==> config.mk <==
export PLATFORM = sky130hd
export DESIGN_NAME = frame_config_writer
export DESIGN_NICKNAME = d
export VERILOG_FILES = /design/src/rtl/frame_config_writer.sv
export SDC_FILE = /design/constraint.sdc
export NUM_CORES = 1
export LEC_CHECK = 0
export CAP_MARGIN = 20
export CORE_MARGIN = 3
export CORE_UTILIZATION = 40
export DETAILED_ROUTE_END_ITERATION = 10
export PLACE_DENSITY_LB_ADDON = 0.3
export SKIP_CTS_REPAIR_TIMING = 1
export SLEW_MARGIN = 20
export SYNTH_ARGS = -nofsm -noshare
export SYNTH_HDL_FRONTEND = slang
export SYNTH_SLANG_ARGS = --single-unit
==> constraint.sdc <==
create_clock -name CLK -period 1.66 [get_ports CLK]
set_input_delay 0.249 -clock CLK [delete_from_list [all_inputs] [get_ports CLK]]
set_output_delay 0.249 -clock CLK [all_outputs]
set_load 0.01 [all_outputs]
==> src/rtl/frame_config_writer.sv <==
// Column configuration frame writer: parses a sync/header/data word stream and
// drives registered FrameData plus a single-cycle one-hot FrameStrobe.
module frame_config_writer #(
    parameter int unsigned                MaxFramesPerCol = 20,
    parameter int unsigned                FrameBitsPerRow = 32,
    parameter int unsigned                ColumnId        = 0,
    parameter logic [FrameBitsPerRow-1:0] SyncWord        = 32'hFAB0_FAB1
) (
    input  logic                       CLK,
    input  logic                       resetn,
    input  logic [FrameBitsPerRow-1:0] word_data,
    input  logic                       word_valid,
    output logic                       word_ready,
    output logic [FrameBitsPerRow-1:0] FrameData,
    output logic [MaxFramesPerCol-1:0] FrameStrobe,
    output logic                       config_active,
    output logic                       config_done,
    output logic                       frame_error,
    output logic [15:0]                frames_written
);

    typedef enum logic [2:0] {StBoot, StIdle, StHeader, StData, StStrobe} state_e;

    state_e                     state_q, state_d;
    logic [6:0]                 col_q, col_d;
    logic [15:0]                idx_q, idx_d;
    logic [FrameBitsPerRow-1:0] frame_data_q, frame_data_d;
    logic [MaxFramesPerCol-1:0] strobe_q, strobe_d;
    logic                       active_q, active_d;
    logic                       done_q, done_d;
    logic                       error_q, error_d;
    logic [15:0]                count_q, count_d;
    logic                       xfer;
    logic                       col_match;
    logic                       idx_in_range;

    assign word_ready   = (state_q == StIdle) || (state_q == StHeader) || (state_q == StData);
    assign xfer         = word_valid && word_ready;
    assign col_match    = (col_q == 7'(ColumnId));
    assign idx_in_range = (32'(idx_q) < MaxFramesPerCol);

    // Strobe, counter and error are computed on the data transfer so they are
    // registered and visible exactly in the STROBE cycle.
    always_comb begin
        state_d      = state_q;
        col_d        = col_q;
        idx_d        = idx_q;
        frame_data_d = frame_data_q;
        strobe_d     = '0;
        active_d     = active_q;
        done_d       = 1'b0;
        error_d      = error_q;
        count_d      = count_q;
        case (state_q)
            StBoot: state_d = StIdle;
            StIdle: begin
                if (xfer && (word_data == SyncWord)) begin
                    state_d  = StHeader;
                    active_d = 1'b1;
                    error_d  = 1'b0;
                    count_d  = '0;
                end
            end
            StHeader: begin
                if (xfer) begin
                    if (word_data[FrameBitsPerRow-1]) begin
                        state_d  = StIdle;
                        active_d = 1'b0;
                        done_d   = 1'b1;
                    end else begin
                        col_d   = word_data[30:24];
                        idx_d   = word_data[15:0];
                        state_d = StData;
                    end
                end
            end
            StData: begin
                if (xfer) begin
                    frame_data_d = word_data;
                    state_d      = StStrobe;
                    if (col_match && idx_in_range) begin
                        for (int unsigned i = 0; i < MaxFramesPerCol; i++) begin
                            strobe_d[i] = (32'(idx_q) == i);
                        end
                        if (count_q != 16'hFFFF) begin
                            count_d = count_q + 16'd1;
                        end
                    end else if (col_match) begin
                        error_d = 1'b1;
                    end
                end
            end
            StStrobe: state_d = StHeader;
            default:  state_d = StBoot;
        endcase
    end

    always_ff @(posedge CLK or negedge resetn) begin
        if (!resetn) begin
            state_q      <= StBoot;
            col_q        <= '0;
            idx_q        <= '0;
            frame_data_q <= '0;
            strobe_q     <= '0;
            active_q     <= 1'b0;
            done_q       <= 1'b0;
            error_q      <= 1'b0;
            count_q      <= '0;
        end else begin
            state_q      <= state_d;
            col_q        <= col_d;
            idx_q        <= idx_d;
            frame_data_q <= frame_data_d;
            strobe_q     <= strobe_d;
            active_q     <= active_d;
            done_q       <= done_d;
            error_q      <= error_d;
            count_q      <= count_d;
        end
    end

    assign FrameData      = frame_data_q;
    assign FrameStrobe    = strobe_q;
    assign config_active  = active_q;
    assign config_done    = done_q;
    assign frame_error    = error_q;
    assign frames_written = count_q;

endmodule

After elaboration in Yosys (flattened, before gate mapping)
Cells that the tools add are included.
- bits in registers: 97
- input bits: 35
- output and inout bits: 72
- $lt $le $gt $ge: 1
- equal/unequal tests: 33
- reductions and logical operators: 16
- bitwise logic cells: 1
- $add $sub $neg: 1
- mux-type cells: 25
- operators by type and width (cell ; number):
    == test 16 x 4 -> 1 bit, second input constant ; 8
    == test 16 x 3 -> 1 bit, second input constant ; 4
    == test 16 x 5 -> 1 bit, second input constant ; 4
    two-way mux 16 bit ; 4
    two-way mux 20 bit ; 3
    == test 16 x 2 -> 1 bit, second input constant ; 2
    == test 32 bit, second input constant ; 1
    one-hot mux 16 bit (2 select lines) ; 1
    adder 16 x 1 -> 16 bit, second input constant ; 1
    == test 16 x 1 -> 1 bit, second input constant ; 1
    logical NOT 16 bit ; 1
    < comparator 16 x 5 -> 1 bit, second input constant ; 1
    inequality test 16 bit, second input constant ; 1
    one-hot mux 3 bit (5 select lines) ; 1
    two-way mux 1 bit ; 10
    inequality test 2 bit, second input constant ; 5
    AND reduction 5 bit ; 2
    two-way mux 3 bit ; 3
    logical NOT 7 bit ; 1
    == test 3 x 2 -> 1 bit, second input constant ; 2
    inequality test 2 x 1 -> 1 bit, second input constant ; 3
    AND reduction 3 bit ; 2
    one-hot mux 1 bit (2 select lines) ; 2
    AND reduction 4 bit ; 1
    9 further kinds ; 13

Logic depth before layout (Yosys ltp)
Gate-level depths: netlist of run 1.
- depth after elaboration: 7
- mapped depth: 8
- depth with buffers taken out: 6

Worst setup path before layout of run 1
No wires, ideal clock.
- path kind: register -> register
- start point: register count_q[0], in the netlist frames_written[0]
- end point: register count_q[1], in the netlist frames_written[1]
- required time: 1581 ps
- period minus slack after synthesis: 1843 ps
- stages on the path, launching flop included: 8
- slack: -183 ps
- arrival time: 1763 ps
- setup time: 79 ps
- path through: dfrtp_1 > ha_1 > nand3_1 > nor3_1 > nand4_2 > o211ai_4 > buf_6 > mux2i_1
- longest elaborated chain between the ends: 5
- elaborated cells on any way between the ends: 8
- classes of those cells: 1 x add/sub; 2 x eq/ne; 4 x mux; 1 x reduce/logical
- RTL lines (what ; line ; source):
    start: declaration ; 32 ; logic [15:0] count_q, count_d;
    start signal: assignment ; 118 ; count_q <= count_d;
    adder 16 x 1 -> 16 bit ; 86 ; count_d = count_q + 16'd1;
    two-way mux 16 bit ; 85 ; if (count_q != 16'hFFFF) begin
    two-way mux 16 bit ; 81 ; if (col_match && idx_in_range) begin
    two-way mux 16 bit ; 78 ; if (xfer) begin
    one-hot mux 16 bit (2 select lines) ; 54 ; case (state_q)
Several ways; a longest one is shown, not always the timed one. The select of a mux whose other input is x is not followed.
A chain may end at the register's enable or synchronous reset.

Worst setup path after layout of run 1
- start point: register idx_q[14]
- end point: register strobe_q[19], in the netlist FrameStrobe[19]
- longest elaborated chain between the ends: 5
- elaborated cells on any way between the ends: 6
- classes of those cells: 1 x order compare; 1 x eq/ne; 3 x mux; 1 x reduce/logical
- RTL lines (what ; line ; source):
    start: declaration ; 26 ; logic [15:0] idx_q, idx_d;
    start signal: assignment ; 112 ; idx_q <= idx_d;
    < comparator 16 x 5 -> 1 bit ; 40 ; assign idx_in_range = (32'(idx_q) < MaxFramesPerCol);
    logical AND 1 bit ; 81 ;
    two-way mux 20 bit (*) ; 81 ;
    two-way mux 20 bit (*) ; 78 ;
    two-way mux 20 bit (*) ; 54 ;
    via strobe_d[19] ; 28 ; logic [MaxFramesPerCol-1:0] strobe_q, strobe_d;
    end signal: assignment ; 114 ; strobe_q <= strobe_d;
    end: declaration ; 28 ;
The timed path passes the listed nets; every way through them passes the cells marked *.

==> results_dict.tcl, run 1 <==
set metrics [dict create \
    cts_root_buf "clkbuf_8" \
    ir_worst_vdd_uv 802 \
    clock.fmax_mhz 493 \
    io_buffers 106 \
    drt_iter0_markers 146 \
    crit_chain "nor4_2 -> nand2_1 -> buf_6 -> buf_4 -> nor4_4 -> buf_4 -> nand4_1 -> nor3_1" \
    cp.buffers_inverters 3 \
    rows 36 \
    initial_core_util_pct 42.2 \
    hp-class "input port to flop" \
    worstPathRequired_ns 1.94 \
    clk_latency_ns 0.37 \
    synth_commonest_cells "nand2_1 (114), dfrtp_1 (97), mux2_2 (22), nor3_1 (20)" \
    synth_edf_count 0 \
    yosysTopAreaCell "dfrtp_1" \
    antenna_cells 0 \
    tns_ns -10.85 \
    arrival_ns 2.31 \
    ant_nets 0 \
    die_x_microns 109 \
    area_growth_syn_to_layout_pct 64.5 \
    nFillCells 719 \
    fin_util_pct 69.4 \
    die_area_sq_um 11800 \
    yosysWarningCount 0 \
    finalCritPeriodShare_pct 122 \
    crit_fanout 5 \
    status "complete, but fails checks" \
    cts_tree "built" \
    synthArstFlopShare_pct 100 \
    wl_met1_mm 5.43 \
    fin_crit_ns 2.03 \
    violations "negative setup slack" \
    cp-start-kind "flop" \
    antenna_found_initial 0 \
    cts_buffer_depth 2 \
    finClkSkew_ns 0.0151 \
    criticalPathCategory "flop to flop" \
    end_kind "flop" \
    setup_ws_ns -0.368 \
    wire_per_inst_microns 16.5 \
    synth.yosys.seq_area_share_pct 57.5 \
    syn-mean-instance-area_sq_um 10.4 \
    worstMarginPinSlew_ns 0.443 \
    critical-path-max-stage-delay_ns 0.41 \
    gp_congestion 0.867 \
    clk_pin_slew_ns 0.10 \
    synthesis.area_sq_um 4220 \
    ys_types 51 \
    grt_usage_pct 20.1 \
    syn_nets 442 \
    cts_num_sinks 97 \
    place_hpwl_mm 8.52 \
    maxCapViolations 0 \
    routed-wl-met2_mm 5.99 \
    drcViolationCount 0 \
    yosysTopAreaCellShare_pct 57.5 \
    cts-buffers-inserted 9 \
    rsz0062_at_grt "true" \
    overflow 0 \
    grt_pass1_wl_mm 18.4 \
    maxSlewViolCount 0 \
    relSlewSlack_pct 70.4 \
    setup_viol 58 \
    io_pins 107 \
    final_hold_viol_count 0 \
    ys_ff_latch 97 \
    route.met3.wl_microns 706 \
    netlist_top_cells_area "dfrtp_1 (58%), nand2_1 (10%), mux2_2 (5.9%)" \
    core-area_sq_um 10000 \
    top_layer "met4" \
    synthCells 406 \
    vias_per_cell 5.16 \
    power.density_nw_per_um2 1190 \
    cp_slowest_cell "dfrtp_1" \
    leakagePower_nw 3.45 \
    crit_top_cell "buf_4" \
    critPathTopFamily "simple AND/OR/NAND/NOR gates" \
    die_y_microns 109 \
    synth_ff_type "dfrtp_1" \
    vias 3873 \
    yosys.cell_count.top_type "nand2_1" \
    totalWireLength_mm 12.4 \
    grt_pass1_vias 3742 \
    grt_max_degree 41 \
    finalNetCount 649 \
    htreeDepth 3 \
    dr.pass1.iters 5 \
    drive_above_1_share_pct 33.5 \
]
-- state kept, by name (all words and copies together), names as in the netlist --
signal,flops
FrameData,32
FrameStrobe,20
frames_written,16
idx_q,16
col_q,7
state_q,3
config_active,1
config_done,1
frame_error,1
-- worst min-delay path, delay by kind of cell --
kind / cells / cell delay [ns]
AND/OR/NAND/NOR: 2 / 0.11
buffers and inverters: 1 / 0.10
-- area by class of cell --
cell class / count / area, sq um / area share [%]
clock inverters: 6 / 67.6 / 0.973
repair buffers: 213 / 2080 / 29.9
inverters: 10 / 37.5 / 0.541
clock buffers: 9 / 124 / 1.78
flip-flops and latches: 97 / 2430 / 35.0
well taps: 133 / 166 / 2.40
multi-input cells: 282 / 2040 / 29.4
-- where the power goes --
group | switching, W | internal, W | leakage [nW]
clock | 0.000837 | 0.000696 | 0.0921
sequential | 0.000459 | 0.00293 | 1.27
combinational | 0.00152 | 0.00180 | 2.09
-- cells in the final DEF, fill, tap and decap left out, drive strengths merged, types with 11 or more instances in the layout --
master,count
o21ai,17
inv,12
clkdlybuf4s50,80
nor4,14
mux2,22
nor2,16
dfrtp,97
clkbuf,11
buf,105
nor3,22
dlymetal6s2s,25
nand2,115
-- final timing paths --
path / start / end / slack, ns / cells after the start
worst max-delay path: idx_q[14]$_DFFE_PN0P_ / FrameStrobe[19]$_DFF_PN0_ / -0.37 / 8
worst min register to register: FrameData[22]$_DFFE_PN0P_ / FrameData[22]$_DFFE_PN0P_ / 0.48 / 2
max in group asynchronous: resetn / FrameStrobe[19]$_DFF_PN0_ / 0.75 / 3
worst min-delay path: word_data[18] / FrameData[18]$_DFFE_PN0P_ / 0.11 / 3
min in group asynchronous: resetn / FrameData[2]$_DFFE_PN0P_ / 0.35 / 2
worst max register to register: idx_q[14]$_DFFE_PN0P_ / FrameStrobe[19]$_DFF_PN0_ / -0.37 / 8
-- layer usage --
layer / up-vias / global-route usage, %
met4: 0 / 8.30
met3: 18 / 4.14
met5: - / 0
met1: 1903 / 27.2
met2: 122 / 31.6
li1: 1830 / -
-- metrics by stage --
step           area (sq um)  total power [W]  hold slack [ns]  instances  setup slack (ns)
3_5_place_dp           6110          0.00629            0.222        716            -0.774
3_3_place_gp           6110          0.00622            0.214        716            -0.736
5_1_grt                6940          0.00872            0.127        750            -0.462
4_1_cts                6310          0.00783           -0.184        731            -0.409
6_report               6940          0.00824            0.110        750            -0.368
2_1_floorplan          4260          0.00462          -0.0466        406            -0.175
-- logic make-up after synthesis --
logic type      Yosys count  synth area share [%]
simple gates            211                  24.2
buf+inv                  28                  3.17
flops                    97                  57.5
mux                      23                  6.11
compound gates           45                  8.51
fa+ha+maj                 1                 0.296
xor+xnor                  1                 0.208
Power figures use the tool's default switching activity.
==> inputs of run 2 (changes only) <==
Settings changed: SLEW_MARGIN 20 to 10.
==> results of run 2 <==
Final layout, timing and power as in run 1 (identical DEF).
